--- src/rtl/synapse316_uart_tx_arbiter.sv ---
// Round-robin arbiter that lends the single UART TX FIFO write port to one requester
// for a whole message, a burst limit or an idle timeout, whichever comes first.
module synapse316_uart_tx_arbiter #(
   parameter int NUM_REQ      = 4,
   parameter int MAX_BURST    = 64,
   parameter int IDLE_TIMEOUT = 255
) (
   input  logic                 sysclk,
   input  logic                 sysreset,
   input  logic [NUM_REQ-1:0]   req_valid,
   input  logic [8*NUM_REQ-1:0] req_data,
   input  logic [NUM_REQ-1:0]   req_last,
   output logic [NUM_REQ-1:0]   req_ready,
   output logic [7:0]           fifo_data,
   output logic                 fifo_load,
   input  logic                 fifo_full,
   output logic [2:0]           grant_id,
   output logic                 busy,
   output logic                 timeout_pulse
);

   typedef enum logic [1:0] {IDLE = 2'd0, ARB = 2'd1, LOCK = 2'd2} state_t;

   localparam logic [7:0] BURST_LAST = 8'(MAX_BURST - 1);
   localparam logic [7:0] IDLE_LAST  = 8'(IDLE_TIMEOUT - 1);
   localparam logic [2:0] PTR_LAST   = 3'(NUM_REQ - 1);

   state_t     state_r, state_s;
   logic [2:0] rr_ptr_r, grant_r, winner_s, scan_s;
   logic [7:0] burst_cnt_r, idle_cnt_r, g_data_s;
   logic       found_s, g_valid_s, g_last_s, lock_s, xfer_s;
   logic       done_msg_s, done_burst_s, tmo_s, release_s;

   function automatic logic [2:0] wrap_inc(input logic [2:0] v);
      return (v == PTR_LAST) ? 3'd0 : v + 3'd1;
   endfunction

   function automatic logic [7:0] sat_inc(input logic [7:0] v);
      return (v == 8'hFF) ? v : v + 8'd1;
   endfunction

   // Round-robin search starting at rr_ptr; explicit wrap keeps non-power-of-2 counts exact
   always_comb begin
      found_s  = 1'b0;
      winner_s = 3'd0;
      scan_s   = rr_ptr_r;
      for (int k = 0; k < NUM_REQ; k++) begin
         for (int j = 0; j < NUM_REQ; j++) begin
            winner_s = (!found_s && scan_s == 3'(j) && req_valid[j]) ? scan_s : winner_s;
            found_s  = found_s | (scan_s == 3'(j) && req_valid[j]);
         end
         scan_s = wrap_inc(scan_s);
      end
   end

   // Select the granted requester's handshake signals and byte
   always_comb begin
      g_valid_s = 1'b0;
      g_last_s  = 1'b0;
      g_data_s  = 8'd0;
      for (int j = 0; j < NUM_REQ; j++) begin
         g_valid_s = g_valid_s | ((grant_r == 3'(j)) & req_valid[j]);
         g_last_s  = g_last_s  | ((grant_r == 3'(j)) & req_last[j]);
         g_data_s  = g_data_s  | ({8{grant_r == 3'(j)}} & req_data[8*j +: 8]);
      end
   end

   // Same-cycle pass-through; sysreset masks the strobe so a byte offered under reset is never written
   always_comb begin
      lock_s       = (state_r == LOCK) && !sysreset;
      xfer_s       = lock_s && g_valid_s && !fifo_full;
      done_msg_s   = xfer_s && g_last_s;
      done_burst_s = xfer_s && (burst_cnt_r == BURST_LAST);
      tmo_s        = lock_s && !g_valid_s && (idle_cnt_r == IDLE_LAST);
      release_s    = done_msg_s || done_burst_s || tmo_s;
      for (int j = 0; j < NUM_REQ; j++) begin
         req_ready[j] = lock_s && !fifo_full && (grant_r == 3'(j));
      end
      fifo_load     = xfer_s;
      fifo_data     = xfer_s ? g_data_s : 8'd0;
      timeout_pulse = tmo_s;
      grant_id      = grant_r;
      busy          = (state_r == LOCK);
   end

   // Next-state decode
   always_comb begin
      state_s = state_r;
      case (state_r)
         IDLE:    state_s = (|req_valid) ? ARB : IDLE;
         ARB:     state_s = found_s ? LOCK : IDLE;
         LOCK:    state_s = release_s ? IDLE : LOCK;
         default: state_s = IDLE;
      endcase
   end

   // State, pointer, grant and saturating counters
   always_ff @(posedge sysclk) begin
      if (sysreset) begin
         state_r     <= IDLE;
         rr_ptr_r    <= 3'd0;
         grant_r     <= 3'd0;
         burst_cnt_r <= 8'd0;
         idle_cnt_r  <= 8'd0;
      end else begin
         state_r <= state_s;
         case (state_r)
            ARB: begin
               grant_r     <= found_s ? winner_s : 3'd0;
               burst_cnt_r <= 8'd0;
               idle_cnt_r  <= 8'd0;
            end
            LOCK: begin
               if (xfer_s) begin
                  burst_cnt_r <= sat_inc(burst_cnt_r);
                  idle_cnt_r  <= 8'd0;
               end else if (!g_valid_s) begin
                  idle_cnt_r  <= sat_inc(idle_cnt_r);
               end
               if (release_s) begin
                  rr_ptr_r <= wrap_inc(grant_r);
                  grant_r  <= 3'd0;
               end
            end
            default: begin
               grant_r <= 3'd0;
            end
         endcase
      end
   end

endmodule
--- config.mk ---
export PLATFORM = sky130hd
export DESIGN_NAME = synapse316_uart_tx_arbiter
export DESIGN_NICKNAME = d
export VERILOG_FILES = /design/src/rtl/synapse316_uart_tx_arbiter.sv
export SDC_FILE = /design/constraint.sdc
export NUM_CORES = 1
export LEC_CHECK = 0
export CAP_MARGIN = 20
export CORE_AREA = 2 2 72 74
export CTS_BUF_LIST = sky130_fd_sc_hd__clkbuf_4 sky130_fd_sc_hd__clkbuf_8 sky130_fd_sc_hd__clkbuf_16
export CTS_CLUSTER_SIZE = 25
export DETAILED_ROUTE_END_ITERATION = 12
export DIE_AREA = 0 0 74 76
export PLACE_DENSITY_LB_ADDON = 0.25
export SYNTH_ARGS = -nofsm -noshare
export SYNTH_HDL_FRONTEND = slang
export SYNTH_SLANG_ARGS = --single-unit
--- constraint.sdc ---
create_clock -name sysclk -period 2.52 [get_ports sysclk]
set_input_delay 0.252 -clock sysclk [delete_from_list [all_inputs] [get_ports sysclk]]
set_output_delay 0.252 -clock sysclk [all_outputs]
set_load 0.01 [all_outputs]
# After elaboration in Yosys (flattened, before gate mapping)
# Index checks and enable logic that the tools add are counted.
[totals]
rom_bits = 0
elab_cells = 197
inputBits = 43
ramBits = 0
mem_count = 0
reg_bits = 24
latch_bits = 0
output_inout_bits = 18
[op_classes]
muxes = 35
n_addsub = 6
n_eq_ne = 26
div = 0
bitwise = 36
reduce_logical = 89
n_shift = 0
n_mul = 0
magnitude_cmp = 0
[ops]
columns = ["operator", "n"]
rows = [
  ["3-bit two-way mux", 22],
  ["1-bit logical AND", 58],
  ["8-bit two-way mux", 6],
  ["8-bit bitwise AND", 4],
  ["8-bit case mux with 2 select lines", 2],
  ["3-bit by 2-bit == test with 1-bit output (second input constant)", 10],
  ["8-bit == test (second input constant)", 3],
  ["8-bit bitwise OR", 3],
  ["1-bit bitwise OR", 21],
  ["1-bit logical NOT", 18],
  ["8-bit by 1-bit adder with 8-bit output (second input constant)", 2],
  ["3-bit by 1-bit == test with 1-bit output (second input constant)", 5],
  ["3-bit logical NOT", 5],
  ["3-bit by 1-bit adder with 3-bit output (second input constant)", 4],
  ["1-bit bitwise AND", 8],
  ["8-bit by 6-bit == test with 1-bit output (second input constant)", 1],
  ["3-bit != test (second input constant)", 2],
  ["2-bit case mux with 3 select lines", 1],
  ["3-bit case mux with 2 select lines", 1],
  ["3-bit AND reduction", 2],
  ["2-bit two-way mux", 2],
  ["2-bit != test (second input constant)", 2],
  ["4-bit OR reduction", 1],
  ["2-bit by 1-bit == test with 1-bit output (second input constant)", 1],
  ["other kinds (7)", 8],
]

# Depth between registers and ports, before layout
[logic_depth]
word_depth = 22
depth_mapped = 12
depth_no_buf = 11

# Least setup slack after synthesis
# Ideal clock, no wire load.
[synth_timing]
path_kind = "reg-to-reg"
from = "register rr_ptr_r[0]"
to = "register grant_r[1], in the netlist grant_id[1]"
t_required_ps = 2403
path_buffers = 1
stages_incl_launch_ff = 13
setup_time_ps = 117
slack_ps = -177
arrival_time_ps = 2580
synth_period_minus_slack_ps = 2697
path_cell_list = "dfxtp_1 clkbuf_1 inv_1 ha_1 nand2_1 inv_1 ha_1 a22o_1 o31ai_1 a32o_1 nand4_1 and4_1 a32o_1"
[synth_via]
elab_chain_cells = 22
word_cells_on_any_way = 116
cone_classes = "add/sub (3); eq/ne (12); mux (21); bitwise (15); reduce/logical (65)"
[synth_rtl]
columns = ["item", "line_no", "text"]
rows = [
  ["from (decl)", "29", "logic [2:0] rr_ptr_r, grant_r, winner_s, scan_s;"],
  ["from (signal assigned)", "121", "rr_ptr_r <= wrap_inc(grant_r);"],
  ["parallel branches: the longest is 20 deep, another holds 3-bit by 1-bit adder with 3-bit output", "n/a", ""],
  ["3-bit two-way mux (*)", "109", "grant_r <= found_s ? winner_s : 3'd0;"],
  ["3-bit case mux with 2 select lines (*)", "107", "case (state_r)"],
  ["to (signal assigned)", "109", ""],
  ["to (decl)", "29", ""],
]
# Every way passes the cells marked *.
# A chain may end at the register's enable or synchronous reset.

# Worst setup path after layout
[layout_timing]
from = "register grant_r[0], in the netlist grant_id[0]"
to = "output fifo_data[3]"
[layout_via]
elab_chain_cells = 8
word_cells_on_any_way = 21
cone_classes = "eq/ne (3); mux (1); bitwise (14); reduce/logical (3)"
[layout_rtl]
columns = ["item", "line_no", "text"]
rows = [
  ["3-bit by 1-bit == test with 1-bit output / 3-bit logical NOT (equally long branches)", "62, 64", ""],
  ["1-bit bitwise AND", "62", "g_valid_s = g_valid_s | ((grant_r == 3'(j)) & req_valid[j]);"],
  ["1-bit bitwise OR (3 in a row)", "62", ""],
  ["1-bit logical AND (2 in a row)", "71", "xfer_s = lock_s && g_valid_s && !fifo_full;"],
  ["8-bit two-way mux (*)", "80", "fifo_data = xfer_s ? g_data_s : 8'd0;"],
  ["to (decl)", "14", "output logic [7:0] fifo_data,"],
]
# Mark *: on every way between the ends. The rest lies on a longest branch, timed or not.

==> metrics.md <==
| Metric | Value |
|---|---|
| Multiplexer share of the synthesized area | less than 1% |
| Gr usage total | between 20% and 30% |
| Detailed placer's ending HPWL | just under 5000 um |
| Worst EP arrival | roughly 2200 ps |
| Cell taking the most area after synthesis | dfxtp_1 |
| Mapped Nets | around 320 |
| Endpoints failing setup | 0 |
| Maximum fanout along the worst path | 10 |
| Die width | roughly 74 um |
| Synth top cells by count | a22oi_1 (25), dfxtp_1 (24), nor2_1 (24) |
| Proportion of layout cells with a drive suffix above 1 | 20.9% |
| Clock Sinks | 24 |
| Pre-antenna DRT Iters | 4 |
| Register area share after synthesis | 23.7% |
| Io pins | 61 |
| Pwr Density | roughly 310 mW/mm^2 |
| CP max stage delay | approximately 350 ps |
| Max Root-Sink Buffers | 2 |
| Layout area overhead | 50.1% |
| Clk slew on worst S/H paths | approximately 80 ps |
| Clk_lat worst skew | roughly 270 ps |
| Slowest-stage cell, CP | a2111o_1 |
| Worst path bufs/invs | 4 |
| ANT cells | 0 |
| Critical path class | reg2out |
| Unrepaired setup endpoints after global routing | yes |
| Vias | 2,205 |
| Nets | a little over 400 |
| Worst path cell trace | inv_1, ha_2, a22oi_2, buf_4, a2111o_1, buf_4, a21oi_1, dlygate4sd2_1 |
| Die area | about 0.0056 sq mm |
| Worst reg2reg setup slack | roughly 150 ps |
| Total congestion overflow | 0 |
| Final instance area | approximately 0.0030 sq mm |
| DP Worst Slack | -69.2 ps |
| H-tree levels | 1 |
| Detailed Route WL | just over 6000 um |
| Vias per cell | approximately 5.3 |
| Main combinational cell family by area after synthesis | simple AND/OR/NAND/NOR gates |
| Worst Max-Slew Pin Slew | 527 ps |
| I/O Buffers | 60 |
| Status | complete, no violations |
| Largest net degree at the start of global routing | 14 |
| Final period util | between 90% and 100% |
| Area after DPL | approximately 0.0029 sq mm |
| Most used cell, CP | buf_4 |
| Synthesized area | a little over 0.002 sq mm |
| Initial core utilization | 41.2% |
| Post-Synth Simple-Gate Area | between 20% and 30% |
| Ys flop type | dfxtp_1 |
| Req. time, crit path | 2270 ps |
| Post-synth top area share | 23.7% |
| Fillers | 440 |
| Xor/xnor share of the synthesized area | between 5 and 6% |
| Syn Area/Cell | between 7 and 8 sq um |
| F_max | slightly above 400 MHz |
| Pwr Total | 928 uW |
| Initial antenna violation count | 0 |
| First-pass GRT wire length | roughly 10,000 um |
| Non-Filler Instances | 415 |
| Clk_skew | ~4.1 ps |
| Worst setup SP type | flop |
| Wire length per cell | between 10 and 15 um |
| Post-synthesis register bit count | 24 |
| EDFF count, synth | 0 |
| Detailed Route Iter0 Violations | 132 |
| Final Slew Violations | 0 |
| Fin crit period | ~2400 ps |
| Worst slew margin | 64.8% |
| DP Cell Count | a little over 400 |
| Syn Inst Count | 257 |
| CTS root buf | clkbuf_8 |
| Core region area | just under 0.005 sq mm |
| Cell family contributing the most delay on the critical path | buffers and inverters |
| Count of different cell masters after synthesis | 50 |
| CTS tree | built |
| Synth Area in Adders | 11.1% |
| Fraction of the core area covered by cells at the end of the flow | between 60% and 70% |
| Final setup margin | 108 ps |
| Leak | between 1 and 1.5 nW |
| Hold Vio Cnt, Final | 0 |
| Synth warn | 0 |
| Hold Path Class | reg2reg |
| Worst hold slack | about 500 ps |
| Vias in the first global route | between 2,000 and 2,500 |
| Max-cap violations | 0 |
| Antenna Violating Nets Remaining | 0 |
| Post-synthesis async set-or-reset flop share | 0% |
| TritonCTS buffer count | 3 |
| Num rows | 26 |
| Die height | about 76 um |
| Final setup TNS | 0 ps |
| Maximum VDD drop | approximately 0.00027 V |
| Ranking of synthesized cells by area | dfxtp_1 (24%), ha_1 (11%), a22oi_1 (9.3%), nor2_1 (4.5%), xnor2_1 (4.3%) |
| Synth Area in Compound Gates | 25.6% |
| Critical Path Sink Type | output pin |
| Most frequent cell after synthesis | a22oi_1 |
| Gp weighted congestion | about 1 |
| # DRC | 0 |
[per-layer routing]
metal | routed length, um | share of wire, % | GRT usage, % | vias up
met1 | 2700 | 45 | 29.8 | 1031
met4 | 144 | 2.4 | 6.36 | 0
met3 | 210 | 3.5 | 2.38 | 14
met2 | 3000 | 50 | 36.3 | 47
met5 | 0 | 0 | 0 | -
li1 | - | - | - | 1113
[path summary, 6_finish.rpt]
path                    start      endpoint  depth (start not counted)
hold reg to reg   rr_ptr_r[0]   rr_ptr_r[0]                          2
setup reg to reg  rr_ptr_r[0]   grant_id[1]                         11
hold / removal    rr_ptr_r[0]   rr_ptr_r[0]                          2
setup / recovery  grant_id[0]  fifo_data[3]                          8
[area by class of cell]
class                      instances  area (sq um)  area share (%)
clock buffer                       4          55.1            1.81
multi-input combinational        208          1500            49.5
inverter                          15          57.6            1.90
sequential                        24           488            16.1
timing repair buffer              94           846            27.9
tap                               70          87.6            2.88
[cells by family after synthesis]
logic type               Yosys count
multiplexers                       1
XOR/XNOR                          13
flip-flops                        24
adder cells (fa/ha/maj)           18
buffers and inverters             25
AO/OA/AOI/OAI                     73
AND/OR/NAND/NOR                  103
[cell usage in the layout (no fill, tap or decap), types with 8 or more instances in the layout]
cell type / instances
nand2_1: 18
a21oi_1: 16
inv_1: 13
dlygate4sd2_1: 8
a22oi_1: 23
buf_4: 34
ha_1: 13
nor2_1: 23
nand3_1: 12
clkdlybuf4s50_1: 50
xnor2_1: 10
dfxtp_1: 20
[report_power, final]
part	switching (mW)	total [mW]	internal, mW
registers	0.00819	0.395	0.387
logic	0.129	0.271	0.142
clock network	0.122	0.262	0.140
total	0.259	0.928	0.669
[flip-flops by register name (all words and copies together), names as in the netlist]
register,count
state_r,2
idle_cnt_r,8
burst_cnt_r,8
grant_id,3
rr_ptr_r,3
[worst min-delay path, delay by kind of cell (launching register included)]
| kind | cells | cell delay [ps] |
|---|---|---|
| flip-flops | 1 | 350 |
| AO/OA/AOI/OAI | 1 | 50 |
| AND/OR/NAND/NOR | 1 | 60 |
[what timing repair did]
action	4_1_cts	5_1_grt
pin swaps	2	9
hold buffers	0	0
resized for setup	17	18
endpoints found under the setup margin	14	6
buffers inserted	0	3
(Power assumes the default switching activity.)
